[config.mk]
export PLATFORM = sky130hd
export DESIGN_NAME = perceptron_cmd_engine_flat
export DESIGN_NICKNAME = d
export VERILOG_FILES = /design/src/rtl/perceptron_cmd_engine_if.sv /design/src/rtl/perceptron_cmd_engine.sv /design/src/flat_wrapper.sv
export SDC_FILE = /design/constraint.sdc
export NUM_CORES = 1
export LEC_CHECK = 0
export ABC_CLOCK_PERIOD_IN_PS = 13800
export CAP_MARGIN = 20
export CORE_AREA = 10 10 157 159
export CTS_BUF_LIST = sky130_fd_sc_hd__clkbuf_4 sky130_fd_sc_hd__clkbuf_8
export DETAILED_ROUTE_END_ITERATION = 6
export DIE_AREA = 0 0 167 169
export GPL_ROUTABILITY_DRIVEN = 0
export GPL_TIMING_DRIVEN = 1
export PLACE_DENSITY_LB_ADDON = 0.05
export SYNTH_ARGS = -nofsm -noshare
export SYNTH_HDL_FRONTEND = slang
export SYNTH_SLANG_ARGS = --single-unit
[constraint.sdc]
create_clock -name clk -period 13.8 [get_ports clk]
set_input_delay 1.38 -clock clk [delete_from_list [all_inputs] [get_ports clk]]
set_output_delay 1.38 -clock clk [all_outputs]
set_load 0.005 [all_outputs]
[src/rtl/perceptron_cmd_engine_if.sv]
// perceptron_cmd_engine_if: RX/TX byte-buffer handshake between the UARTs and the command engine
interface perceptron_cmd_engine_if;
   logic [7:0] rx_data;
   logic       rx_data_present;
   logic       rx_read;
   logic [7:0] tx_data;
   logic       tx_write;
   logic       tx_full;
   logic       busy;
   modport master (input rx_data, rx_data_present, tx_full, output rx_read, tx_data, tx_write, busy);
   modport slave (output rx_data, rx_data_present, tx_full, input rx_read, tx_data, tx_write, busy);
endinterface

[src/rtl/perceptron_cmd_engine.sv]
// perceptron_cmd_engine: W/X frame parser, weight store and sequential MAC; PERCEPTRON_ACC_ECHO_EN adds a saturated acc echo byte
module perceptron_cmd_engine #(
   parameter int N_INPUTS  = 4,
   parameter int ACC_WIDTH = 20
) (
   input logic clk,
   input logic reset,
   perceptron_cmd_engine_if.master bus
);
   localparam int IW = $clog2(N_INPUTS + 1);
   localparam int AW = N_INPUTS > 1 ? $clog2(N_INPUTS) : 1;
   localparam logic [IW-1:0] LAST_W = IW'(N_INPUTS);
   localparam logic [IW-1:0] LAST_X = IW'(N_INPUTS - 1);
   localparam logic signed [ACC_WIDTH-1:0] ZERO = '0;
   typedef enum logic [2:0] {IDLE, LOAD_W, LOAD_X, MAC, RESP} state_t;
   state_t state, next;
   logic [IW-1:0] idx;
   logic [AW-1:0] ai;
   logic signed [7:0] w [N_INPUTS];
   logic signed [7:0] ws [N_INPUTS];
   logic signed [7:0] x [N_INPUTS];
   logic signed [7:0] bias;
   logic signed [7:0] wi, xi;
   logic signed [ACC_WIDTH-1:0] acc;
   logic signed [15:0] prod;
   logic [7:0] resp, cls_byte, byte_out, tx_q;
   logic eval, rd, wr_q, pop, wr, last;
   assign ai = AW'(idx);
   assign wi = w[ai];
   assign xi = x[ai];
   assign prod = $signed({{8{wi[7]}}, wi}) * $signed({{8{xi[7]}}, xi});
   assign pop = bus.rx_data_present && !rd && (state == IDLE || state == LOAD_W || state == LOAD_X);
   assign wr = state == RESP && !wr_q && !bus.tx_full;
   assign cls_byte = eval ? (acc < ZERO ? 8'h30 : 8'h31) : resp;
`ifdef PERCEPTRON_ACC_ECHO_EN
   logic sat_hi, sat_lo;
   logic [7:0] sat;
   assign sat_hi = !acc[ACC_WIDTH-1] && |acc[ACC_WIDTH-2:7];
   assign sat_lo = acc[ACC_WIDTH-1] && !(&acc[ACC_WIDTH-2:7]);
   assign sat = sat_hi ? 8'h7f : sat_lo ? 8'h80 : acc[7:0];
   assign byte_out = (eval && idx != '0) ? sat : cls_byte;
   assign last = !eval || idx != '0;
`else
   assign byte_out = cls_byte;
   assign last = 1'b1;
`endif
   assign bus.rx_read = rd;
   assign bus.tx_write = wr_q;
   assign bus.tx_data = tx_q;
   assign bus.busy = state != IDLE;
   // state register
   always_ff @(posedge clk)
      state <= reset ? IDLE : next;
   // next-state decode from opcode, byte counts and TX progress
   always_comb begin
      next = state;
      case (state)
         IDLE:    if (pop) next = bus.rx_data == 8'h57 ? LOAD_W : bus.rx_data == 8'h58 ? LOAD_X : RESP;
         LOAD_W:  if (pop && idx == LAST_W) next = RESP;
         LOAD_X:  if (pop && idx == LAST_X) next = MAC;
         MAC:     if (idx == LAST_X) next = RESP;
         RESP:    if (wr && last) next = IDLE;
         default: next = IDLE;
      endcase
   end
   // datapath: strobes, byte capture, atomic weight commit, accumulate
   always_ff @(posedge clk) begin
      if (reset) begin
         rd   <= 1'b0;
         wr_q <= 1'b0;
         tx_q <= '0;
         idx  <= '0;
         eval <= 1'b0;
         resp <= '0;
         acc  <= '0;
         bias <= '0;
         w    <= '{default: '0};
         ws   <= '{default: '0};
         x    <= '{default: '0};
      end else begin
         rd   <= pop;
         wr_q <= wr;
         if (wr) tx_q <= byte_out;
         idx <= (next != state) ? '0 : (pop || wr || state == MAC) ? idx + 1'b1 : idx;
         if (state == IDLE && pop) begin
            eval <= bus.rx_data == 8'h58;
            resp <= bus.rx_data == 8'h57 ? 8'h06 : 8'h15;
         end
         if (state == LOAD_W && pop) begin
            if (idx == LAST_W) begin
               w    <= ws;
               bias <= bus.rx_data;
            end else ws[ai] <= bus.rx_data;
         end
         if (state == LOAD_X && pop) x[ai] <= bus.rx_data;
         if (state == LOAD_X && next == MAC) acc <= $signed({{(ACC_WIDTH-8){bias[7]}}, bias});
         if (state == MAC) acc <= acc + $signed({{(ACC_WIDTH-16){prod[15]}}, prod});
      end
   end
endmodule

[src/flat_wrapper.sv]
// flat-port wrapper written by rule: the top's interface ports become plain ports
module perceptron_cmd_engine_flat 
#(
   parameter int N_INPUTS  = 4,
   parameter int ACC_WIDTH = 20
)
  (clk, reset, bus_rx_data, bus_rx_data_present, bus_tx_full, bus_rx_read, bus_tx_data, bus_tx_write, bus_busy);
  perceptron_cmd_engine_if bus_i ();
  input logic clk;
  input logic reset;
  input wire logic [$bits(bus_i.rx_data)-1:0] bus_rx_data;
  input wire logic [$bits(bus_i.rx_data_present)-1:0] bus_rx_data_present;
  input wire logic [$bits(bus_i.tx_full)-1:0] bus_tx_full;
  output wire logic [$bits(bus_i.rx_read)-1:0] bus_rx_read;
  output wire logic [$bits(bus_i.tx_data)-1:0] bus_tx_data;
  output wire logic [$bits(bus_i.tx_write)-1:0] bus_tx_write;
  output wire logic [$bits(bus_i.busy)-1:0] bus_busy;
  assign bus_i.rx_data = bus_rx_data;
  assign bus_i.rx_data_present = bus_rx_data_present;
  assign bus_i.tx_full = bus_tx_full;
  assign bus_rx_read = bus_i.rx_read;
  assign bus_tx_data = bus_i.tx_data;
  assign bus_tx_write = bus_i.tx_write;
  assign bus_busy = bus_i.busy;
  perceptron_cmd_engine #(.N_INPUTS(N_INPUTS), .ACC_WIDTH(ACC_WIDTH)) u_core (.clk(clk), .reset(reset), .bus(bus_i));
endmodule
Word level (Yosys, flattened, before mapping)
Index checks and enable logic that the tools add are counted.
W data, S select, Z words.
{"block": "word_totals", "regBits": 149, "inputBits": 12, "out_inout_bits": 11, "elab_cells": 86}
{"block": "op_classes", "addsub": 2, "mul": 1, "order_cmp": 3, "n_eq_ne": 10, "n_mux": 23, "n_bitwise": 2, "n_reduce_logical": 24}
{"op": "$bwmux W32", "count": 2}
{"op": "$mux W8", "count": 6}
{"op": "$mux W20", "count": 2}
{"op": "$bmux W8 S2", "count": 2}
{"op": "$mux W3", "count": 7}
{"op": "$add A20 B16 Y20", "count": 1}
{"op": "$lt A20 B1 Y1 const B", "count": 1}
{"op": "$demux W8 S2", "count": 1}
{"op": "$eq A8 B7 Y1 const B", "count": 2}
{"op": "$mul A8 B8 Y16", "count": 1}
{"op": "$pmux W3 S5", "count": 1}
{"op": "$eq A3 B2 Y1 const B", "count": 4}
{"op": "$logic_and A1 B1 Y1", "count": 11}
{"op": "$eq A3 B3 Y1 const B", "count": 2}
{"op": "$mux W5", "count": 1}
{"op": "$logic_or A1 B1 Y1", "count": 4}
{"op": "$reduce_and A2 Y1", "count": 2}
{"op": "$add A3 B1 Y3 const B", "count": 1}
{"op": "$eq A3 B1 Y1 const B", "count": 1}
{"op": "$ge A3 B3 Y1 const B", "count": 1}
{"op": "$logic_not A1 Y1", "count": 3}
{"op": "$logic_not A3 Y1", "count": 1}
{"op": "$lt A3 B1 Y1 const B", "count": 1}
{"op": "$ne A3 B3 Y1", "count": 1}
{"op": "6 further kinds", "count": 6}

Logic depth before layout (Yosys ltp)
Gate-level depths: netlist of the first run.
{"block": "logic_depth", "depth_word": 11, "depth_mapped": 21, "mapped_depth_nobuf": 19}

Worst setup path before layout of the first run
No wires, ideal clock.
{"block": "synth_path", "path_kind": "register to register", "start": "register u_core.idx[1]", "end": "register u_core.acc[19]", "setup_ns": 0.121, "arrival_time_ns": 5.617, "required_time_ns": 13.679, "path_slack_ns": 8.062, "path_stages_with_launch": 18, "n_path_buf": 1, "period_less_slack_ns": 5.738, "path_cell_list": "dfxtp_1 clkbuf_1 mux4_2 and2_1 inv_1 fa_1 inv_1 fa_1 fa_1 fa_1 fa_1 ha_1 nand3_1 o211a_1 a211oi_1 o221ai_1 xnor2_1 o21ai_0"}
{"block": "synth_via", "elab_chain_cells": 7, "elab_cells_between_ends": 21, "classes_between": "1 x add/sub; 1 x mul; 3 x eq/ne; 11 x mux; 1 x bitwise; 4 x reduce/logical"}
{"item": "from (decl)", "line_no": "perceptron_cmd_engine.sv:17", "text": "logic [IW-1:0] idx;"}
{"item": "from (signal assigned)", "line_no": "perceptron_cmd_engine.sv:84", "text": "idx <= (next != state) ? '0 : (pop || wr || state == MAC) ? idx + 1'b1 : idx;"}
{"item": "$not A2 Y3 (not written as such), or another cell as far along", "line_no": "perceptron_cmd_engine.sv:29, perceptron_cmd_engine.sv:30"}
{"item": "$bmux W8 S2, or another cell as far along", "line_no": "perceptron_cmd_engine.sv:29", "text": "assign wi = w[ai];"}
{"item": "$mux W8 (not written as such), or another cell as far along (2 in series)", "line_no": "perceptron_cmd_engine.sv:29"}
{"item": "$mul A8 B8 Y16 or $eq A3 B2 Y1 (tied branches)", "line_no": "perceptron_cmd_engine.sv:31, perceptron_cmd_engine.sv:96"}
{"item": "$add A20 B16 Y20 or $logic_and A1 B1 Y1 (tied branches)", "line_no": "perceptron_cmd_engine.sv:97, perceptron_cmd_engine.sv:96"}
{"item": "$mux W20 or $reduce_bool A2 Y1 (tied branches)"}
{"item": "to (signal assigned)", "line_no": "perceptron_cmd_engine.sv:96", "text": "if (state == LOAD_X && next == MAC) acc <= $signed({{(ACC_WIDTH-8){bias[7]}}, bias});"}
{"item": "to (signal assigned)", "line_no": "perceptron_cmd_engine.sv:97", "text": "if (state == MAC) acc <= acc + $signed({{(ACC_WIDTH-16){prod[15]}}, prod});"}
{"item": "to (decl)", "line_no": "perceptron_cmd_engine.sv:24", "text": "logic signed [ACC_WIDTH-1:0] acc;"}
Parallel ways exist; a longest one is shown, timed or not. The select of a mux whose other input is x is not followed.
A chain may end at the register's enable or synchronous reset.

Worst setup path after layout of the first run
{"block": "layout_path", "start": "register u_core.idx[0]", "end": "register u_core.acc[19]"}
Same word-level chain as after synthesis.

==> results of run 1 <==
[area by class of cell]
class / instances / area share, %
timing repair buffer: 26 / 2.35
inverter: 103 / 3.78
clock inverter: 14 / 1.60
sequential: 141 / 27.6
tap: 280 / 3.42
clock buffer: 18 / 2.42
multi-input combinational: 737 / 58.9
[routing by layer]
layer  global-route usage (%)  wire length, um
met2                     26.8            10800
met3                     2.66              449
met4                     5.73              504
met1                     23.6            11900
met5                        0                0
[critical path: cells and delay by family, from the launching register on]
| kind | cells | cell delay (ns) |
|---|---|---|
| DFF | 1 | 0.61 |
| adders and majority gates | 6 | 2.82 |
| AOI/OAI and AO/OA | 4 | 1.08 |
| and+or+nand+nor | 2 | 0.79 |
| xor gates and xnor gates | 1 | 0.16 |
| buffers and inverters | 3 | 0.53 |
| muxes | 1 | 0.36 |
[registers in the layout, summed over array words and instances (netlist names)]
| signal | cells |
|---|---|
| u_core.bus.tx_data | 5 |
| u_core.eval | 1 |
| u_core.ws | 32 |
| u_core.idx | 3 |
| u_core.resp | 3 |
| u_core.bus.rx_read | 1 |
| u_core.state | 3 |
| u_core.w | 32 |
| u_core.bus.tx_write | 1 |
| u_core.bias | 8 |
| u_core.x | 32 |
| u_core.acc | 20 |
[cells in the final DEF, fill, tap and decap left out, drive strengths merged, types with 15 or more instances in the layout]
cell,n
and2,35
clkbuf,18
mux4,15
clkdlybuf4s50,18
nand3,37
dfxtp,141
nand2,179
inv,114
fa,88
xnor2,16
nor2,69
ha,51
a21oi,95
mux2i,37
[how the worst max path moves through the flow]
stage                                    start                          end  slack, ns
floorplan           u_core.idx[1]$_SDFFE_PP0P_  u_core.acc[19]$_SDFFE_PP0P_       8.06
global placement    u_core.idx[0]$_SDFFE_PP0P_  u_core.acc[19]$_SDFFE_PP0P_       7.31
detailed placement  u_core.idx[0]$_SDFFE_PP0P_  u_core.acc[19]$_SDFFE_PP0P_       7.26
CTS                 u_core.idx[0]$_SDFFE_PP0P_  u_core.acc[19]$_SDFFE_PP0P_       7.28
global route        u_core.idx[0]$_SDFFE_PP0P_  u_core.acc[19]$_SDFFE_PP0P_       6.82
finish              u_core.idx[0]$_SDFFE_PP0P_  u_core.acc[19]$_SDFFE_PP0P_       7.34
[power groups by stage]
stage               combinational [mW]  clock, mW  sequential (mW)
floorplan                       0.0585          0            0.420
global placement                0.0781          0            0.422
detailed placement              0.0778          0            0.422
CTS                             0.0785      0.368            0.413
global route                    0.0874      0.384            0.413
finish                          0.0780      0.357            0.413
[logic make-up after synthesis]
kind of cell / synth area share (%)
buffers and inverters: 7.16
other: 0.0394
adders and majority gates: 25.2
muxes: 7.56
AOI/OAI and AO/OA: 10.9
and+or+nand+nor: 17.6
DFF: 29.7
xor gates and xnor gates: 1.84
==> summary.md, run 1 <==
| Metric | Value |
|---|---|
| Run status | `finished clean` |
| Clk slew on worst S/H paths | `0.11 ns` |
| Post-synth ARST share | `0%` |
| DP Wirelength | `17100 um` |
| Clock share of power | `42.1%` |
| DR vias/cell | `5.17` |
| Worst slack, placed | `7.26 ns` |
| Clock Skew | `0.0191 ns` |
| Post-layout util | `47.5%` |
| Hold path cells | `2` |
| Min-Delay Endpoint | `u_core.w[27]$_SDFFE_PP0P_` |
| Switching power summed over all nets | `250 uW` |
| Sum Neg Setup Slack | `0 ns` |
| Die area | `0.0282 mm2` |
| FF-to-FF End | `u_core.acc[19]$_SDFFE_PP0P_` |
| Most used flip-flop cell after synthesis | `dfxtp_1` |
| Max Clk Rate | `0.155 GHz` |
| Pint | `598 uW` |
| Post-route cell area | `0.0102 mm2` |
| Rows | `54` |
| Lkg Pwr | `4.48 nW` |
| Main area contributors after synthesis | `dfxtp_1 (30%), fa_1 (19%), nand2_1 (7.1%)` |
| Post-Syn Area | `0.00951 mm2` |
| Worst Reg-to-Reg Cells | `17` |
| Max H-tree Level | `4` |
| Pwr dens | `82.8 mW/mm2` |
| Tot GR Track Use | `17.1%` |
| VDD IR-drop max | `0.0000790 V` |
| Clock root cell | `clkbuf_8` |
| Critical path fanouts, max | `13` |
| Mapped Avg Cell Area | `9.18 um2` |
| Seq pwr share | `48.7%` |
| Max incr delay on CP | `0.70 ns` |
| Final Critical Period | `6.46 ns` |
| Synth cell count leaders | `nand2_1 (179), dfxtp_1 (141), inv_1 (103)` |
| Setup slack after layout | `7.34 ns` |
| Comb pwr share | `9.2%` |
| P&R area growth vs syn | `7.60%` |
| Filler Cells Inserted | `2158` |
| Setup-failing EPs final | `0` |
| RSZ-0062 raised after global routing | `no` |
| Critical path required time | `14.16 ns` |
| Area of the multi-input gates | `0.00602 mm2` |
| Hold-fix buffer count after cts | `0` |
| Crit-path slowest cell | `and2_1` |
| Hold wc startpoint | `u_core.ws[27]$_SDFFE_PP0P_` |
| Worst-Margin Slew | `0.875 ns` |
| Clock Tree Buf Depth | `2` |
| Share of the synthesized area in the top cell type | `29.7%` |
| Max_slew headroom | `41.7%` |
| Largest net degree at the start of global routing | `75` |
| Critical R2R Launch | `u_core.idx[0]$_SDFFE_PP0P_` |
| Initial Util | `44.1%` |
| DRC Markers | `0` |
| Max cap viols | `0` |
| DRT Pass-1 Iters | `4` |
| CP Cell Sequence | `buf_4 > mux4_2 > and2_1 > inv_1 > fa_1 > inv_1 > fa_1 > fa_1 > fa_1 > fa_1 > ha_1 > nand3_1 > o211a_1 > a211oi_1 > o221ai_1 > xnor2_1 > o21ai_0` |
| Synth cell types | `65` |
| CTS Buf Count | `17` |
| Most used cell along the critical path | `fa_1` |
| Later-pin clock latency in the skew report | `0.46 ns` |
| Power Total | `847 uW` |
| Sequential area share after synthesis | `29.7%` |
| Tightest hold margin | `0.450 ns` |
| Sink Count | `141` |
| Placed insts | `1287` |
| TritonCTS clock tree | `done` |
| Post-synth top area cell | `dfxtp_1` |
| Worst path arrival time | `6.81 ns` |
| Final Hold Fails | `0` |
| Post-synth EDFFs | `0` |
| Vias in the first global route | `6847` |
| Final #Nets | `1177` |
| Die W | `167 um` |
| Post-route antenna net violation count | `0` |
| Count leader, synth | `nand2_1` |
| Post-DP Area | `0.00982 mm2` |
| Ant. Diodes | `0` |
| Final slew viol count | `0` |
| Crit. End Element | `register` |
| Min-Delay Path Class | `register to register` |
| Sw frac | `29.5%` |
| Synth Register Bits | `141` |
| Synth Instances | `1036` |
| Flop2flop setup slack | `7.34 ns` |
| Antenna violations before repair | `0` |
| Detailed Route WL | `23600 um` |
| Critical path type | `register to register` |
| Non-Filler Instances | `1319` |
| Placeable Area | `0.0216 mm2` |
| Grt total ovfl | `0` |
| DR vias | `6820` |
| Yosys warnings | `0` |
| Port bufs | `19` |
| Drt wl/cell | `17.9 um` |
| Fin crit share | `46.8%` |
| DR iter-0 viols | `312` |
| Crit path launch type | `register` |
| First-pass GRT wire length | `38500 um` |
| Top Ports | `23` |
| Post-CTS resize count | `0` |
| Die Height | `169 um` |
| Share of layout cells above drive strength 1 | `7.89%` |
| Seq. cell area | `0.00282 mm2` |
| Post-CTS Setup Bufs | `0` |
No activity file was read; power rests on OpenSTA's default activity.
==> run 2: changes to the inputs <==
Settings changed: ABC_CLOCK_PERIOD_IN_PS 13800 to 5900.
Clock period 13.8 ns to 5.9 ns, I/O delays scaled along.
==> run 2 against run 1 <==
  * Flip-flop and latch count stayed put
  * Sequential share of layout area fell by 0.20 points
  * Sequential power increased by 130%
  * Setup slack lost 7.1 ns
  * First-iteration DRC count grew 63%
==> summary.md, run 2 (synthesized netlist as in run 1, its figures left out) <==
| Metric | Value |
|---|---|
| Run status | `finished clean` |
| Final Critical Period | `5.62 ns (-0.840 ns)` |
| Clock root cell | `clkbuf_8` |
| Most frequent cells in the layout | `nand2_1 (179), dfxtp_1 (140), inv_1 (103), a21oi_1 (94), fa_1 (88)` |
| Worst path arrival time | `5.96 ns (-0.85 ns)` |
| DR vias | `7031 (+3.1%)` |
| Antenna violations before repair | `0 (unchanged)` |
| Later-pin clock latency in the skew report | `0.47 ns (about the same)` |
| Pwr dens | `185 mW/mm2 (+120%)` |
| Die W | `167 um (unchanged)` |
| Clk slew on worst S/H paths | `0.09 ns (-0.02 ns)` |
| TritonCTS clock tree | `done` |
| Die Height | `169 um (unchanged)` |
| Commonest non-fill, non-tap cell in the layout | `nand2_1` |
| Share of layout cells above drive strength 1 | `9.41% (+1.5 points)` |
| Final Hold Fails | `0 (unchanged)` |
| Initial Util | `44.1% (unchanged)` |
| Post-route antenna net violation count | `0 (unchanged)` |
| Sum Neg Setup Slack | `0 ns (unchanged)` |
| Drt wl/cell | `18.2 um (+1.8%)` |
| DR iter-0 viols | `510 (+63%)` |
| DP Wirelength | `17700 um (+3.5%)` |
| Most used cell along the critical path | `fa_1` |
| Max Clk Rate | `0.178 GHz (+15%)` |
| Min-Delay Path Class | `register to register` |
| Buf+Inv Stages, Crit Path | `2 (-1)` |
| Tot GR Track Use | `17.8% (+0.64 points)` |
| Rows | `54 (unchanged)` |
| VDD IR-drop max | `0.000119 V (+50%)` |
| Max cap viols | `0 (unchanged)` |
| Power Total | `1.90 mW (+120%)` |
| Critical path type | `register to register` |
| Clock Skew | `0.0176 ns (-0.00154 ns)` |
| Largest net degree at the start of global routing | `65 (-13%)` |
| Critical path required time | `6.25 ns (-7.91 ns)` |
| Detailed Route WL | `24200 um (+2.8%)` |
| Crit path launch type | `register` |
| Max_slew headroom | `41.5% (-0.11 points)` |
| Clock Tree Buf Depth | `2 (unchanged)` |
| Largest regs | `u_core.w: 32 flops, u_core.ws: 32 flops, u_core.x: 32 flops` |
| Hold-fix buffer count after cts | `0 (unchanged)` |
| Setup-failing EPs final | `0 (unchanged)` |
| Port bufs | `19 (unchanged)` |
| Placeable Area | `0.0216 mm2 (unchanged)` |
| Ant. Diodes | `0 (unchanged)` |
| DRT Pass-1 Iters | `7 (+3)` |
| Grt total ovfl | `0 (unchanged)` |
| Top Ports | `23 (unchanged)` |
| Die area | `0.0282 mm2 (unchanged)` |
| CTS Buf Count | `17 (unchanged)` |
| Critical path fanouts, max | `8 (-5)` |
| P&R area growth vs syn | `8.43%` |
| Final #Nets | `1190 (+1.1%)` |
| Max incr delay on CP | `0.63 ns (-0.07 ns)` |
| First-pass GRT wire length | `40100 um (+4.0%)` |
| Filler Cells Inserted | `2124 (-1.6%)` |
| Worst-Margin Slew | `0.877 ns (+0.00165 ns)` |
| Vias in the first global route | `7019 (+2.5%)` |
| Crit-path slowest cell | `mux4_2` |
| DR vias/cell | `5.28 (+2.1%)` |
| Sink Count | `141 (unchanged)` |
| Max H-tree Level | `4 (unchanged)` |
| Lkg Pwr | `4.52 nW (+0.96%)` |
| CP Cell Sequence | `mux4_2 > or2_2 > fa_1 > fa_1 > inv_1 > fa_1 > fa_1 > fa_1 > ha_1 > nand3_1 > o211a_1 > a211oi_1 > buf_4 > o221ai_1 > xnor2_1 > o21ai_0` |
| DRC Markers | `0 (unchanged)` |
| Fin crit share | `95.2% (+48 points)` |
| RSZ-0062 raised after global routing | `no` |
| Final slew viol count | `0 (unchanged)` |
| Crit. End Element | `register` |
| Crit path max-delay family | `adder cells` |
## run 2: cell types whose count changed in the layout (fill, tap and decap cells not counted), moves of 2 or more
cell and change:
a211oi_2 +2, inv_6 -2, clkinvlp_4 +2, inv_8 -4
buf_4 +11, clkinv_4 +3, buf_6 +2, a211oi_1 -2
## run 2: stage by stage
stage / util (%) / hold WS (ns) / instances / cell area (um2) / worst slack, ns
final: 47.9 / 0.452 / 1332 / 10300 / 0.283
after global routing: 47.9 / 0.465 / 1332 / 10300 / 0.00388
after CTS: 47.7 / 0.456 / 1331 / 10300 / 0.149
after detailed placement: 46.0 / 0.444 / 1299 / 9910 / 0.175
after global placement: 46.0 / 0.439 / 1299 / 9910 / 0.239
after floorplan: - / 0.432 / 1038 / 9520 / 0.162
## run 2: path summary, 6_finish.rpt
kind / from / end / slack (ns) / depth (start not counted)
max: u_core.idx[0]$_SDFFE_PP0P_ / u_core.acc[19]$_SDFFE_PP0P_ / 0.28 / 16
min: u_core.ws[19]$_SDFFE_PP0P_ / u_core.w[19]$_SDFFE_PP0P_ / 0.45 / 2
max reg2reg: u_core.idx[0]$_SDFFE_PP0P_ / u_core.acc[19]$_SDFFE_PP0P_ / 0.28 / 16
min reg2reg: u_core.ws[19]$_SDFFE_PP0P_ / u_core.w[19]$_SDFFE_PP0P_ / 0.45 / 2
## run 2: worst reg2reg max path, cell delays in order, from the launching register on
cell and delay, ns:
dfxtp_2 0.39, mux4_2 0.63, or2_2 0.35, fa_1 0.48, fa_1 0.54, inv_1 0.05
fa_1 0.50, fa_1 0.52, fa_1 0.49, ha_1 0.39, nand3_1 0.10, o211a_1 0.27
a211oi_1 0.25, buf_4 0.18, o221ai_1 0.15, xnor2_1 0.16, o21ai_0 0.08
## run 2: what timing repair did
item	in CTS	in global routing
setup buffers	0	1
resized for setup	0	6
setup endpoints to repair	0	7
## run 2: where the power goes
| part | total (mW) | internal [mW] | switching (mW) |
|---|---|---|---|
| Clock | 0.751 | 0.327 | 0.424 |
| Combinational | 0.191 | 0.0747 | 0.116 |
| Sequential | 0.962 | 0.956 | 0.00621 |
## run 2: final cells by class
type / instances / area [um2] / share of cell area (%)
Tap cell: 280 / 350 / 3.40
Multi-Input combinational cell: 737 / 6040 / 58.5
Clock buffer: 20 / 269 / 2.61
Timing Repair Buffer: 39 / 345 / 3.35
Sequential cell: 141 / 2820 / 27.4
Inverter: 103 / 387 / 3.75
Clock inverter: 12 / 101 / 0.983
## run 2: routing by layer
metal	up-vias	GRT usage, %	wire length [um]
met5	-	0	0
met4	0	5.00	314
met3	19	3.10	984
met2	134	27.1	11100
met1	3474	25.2	11900
li1	3404	-	-
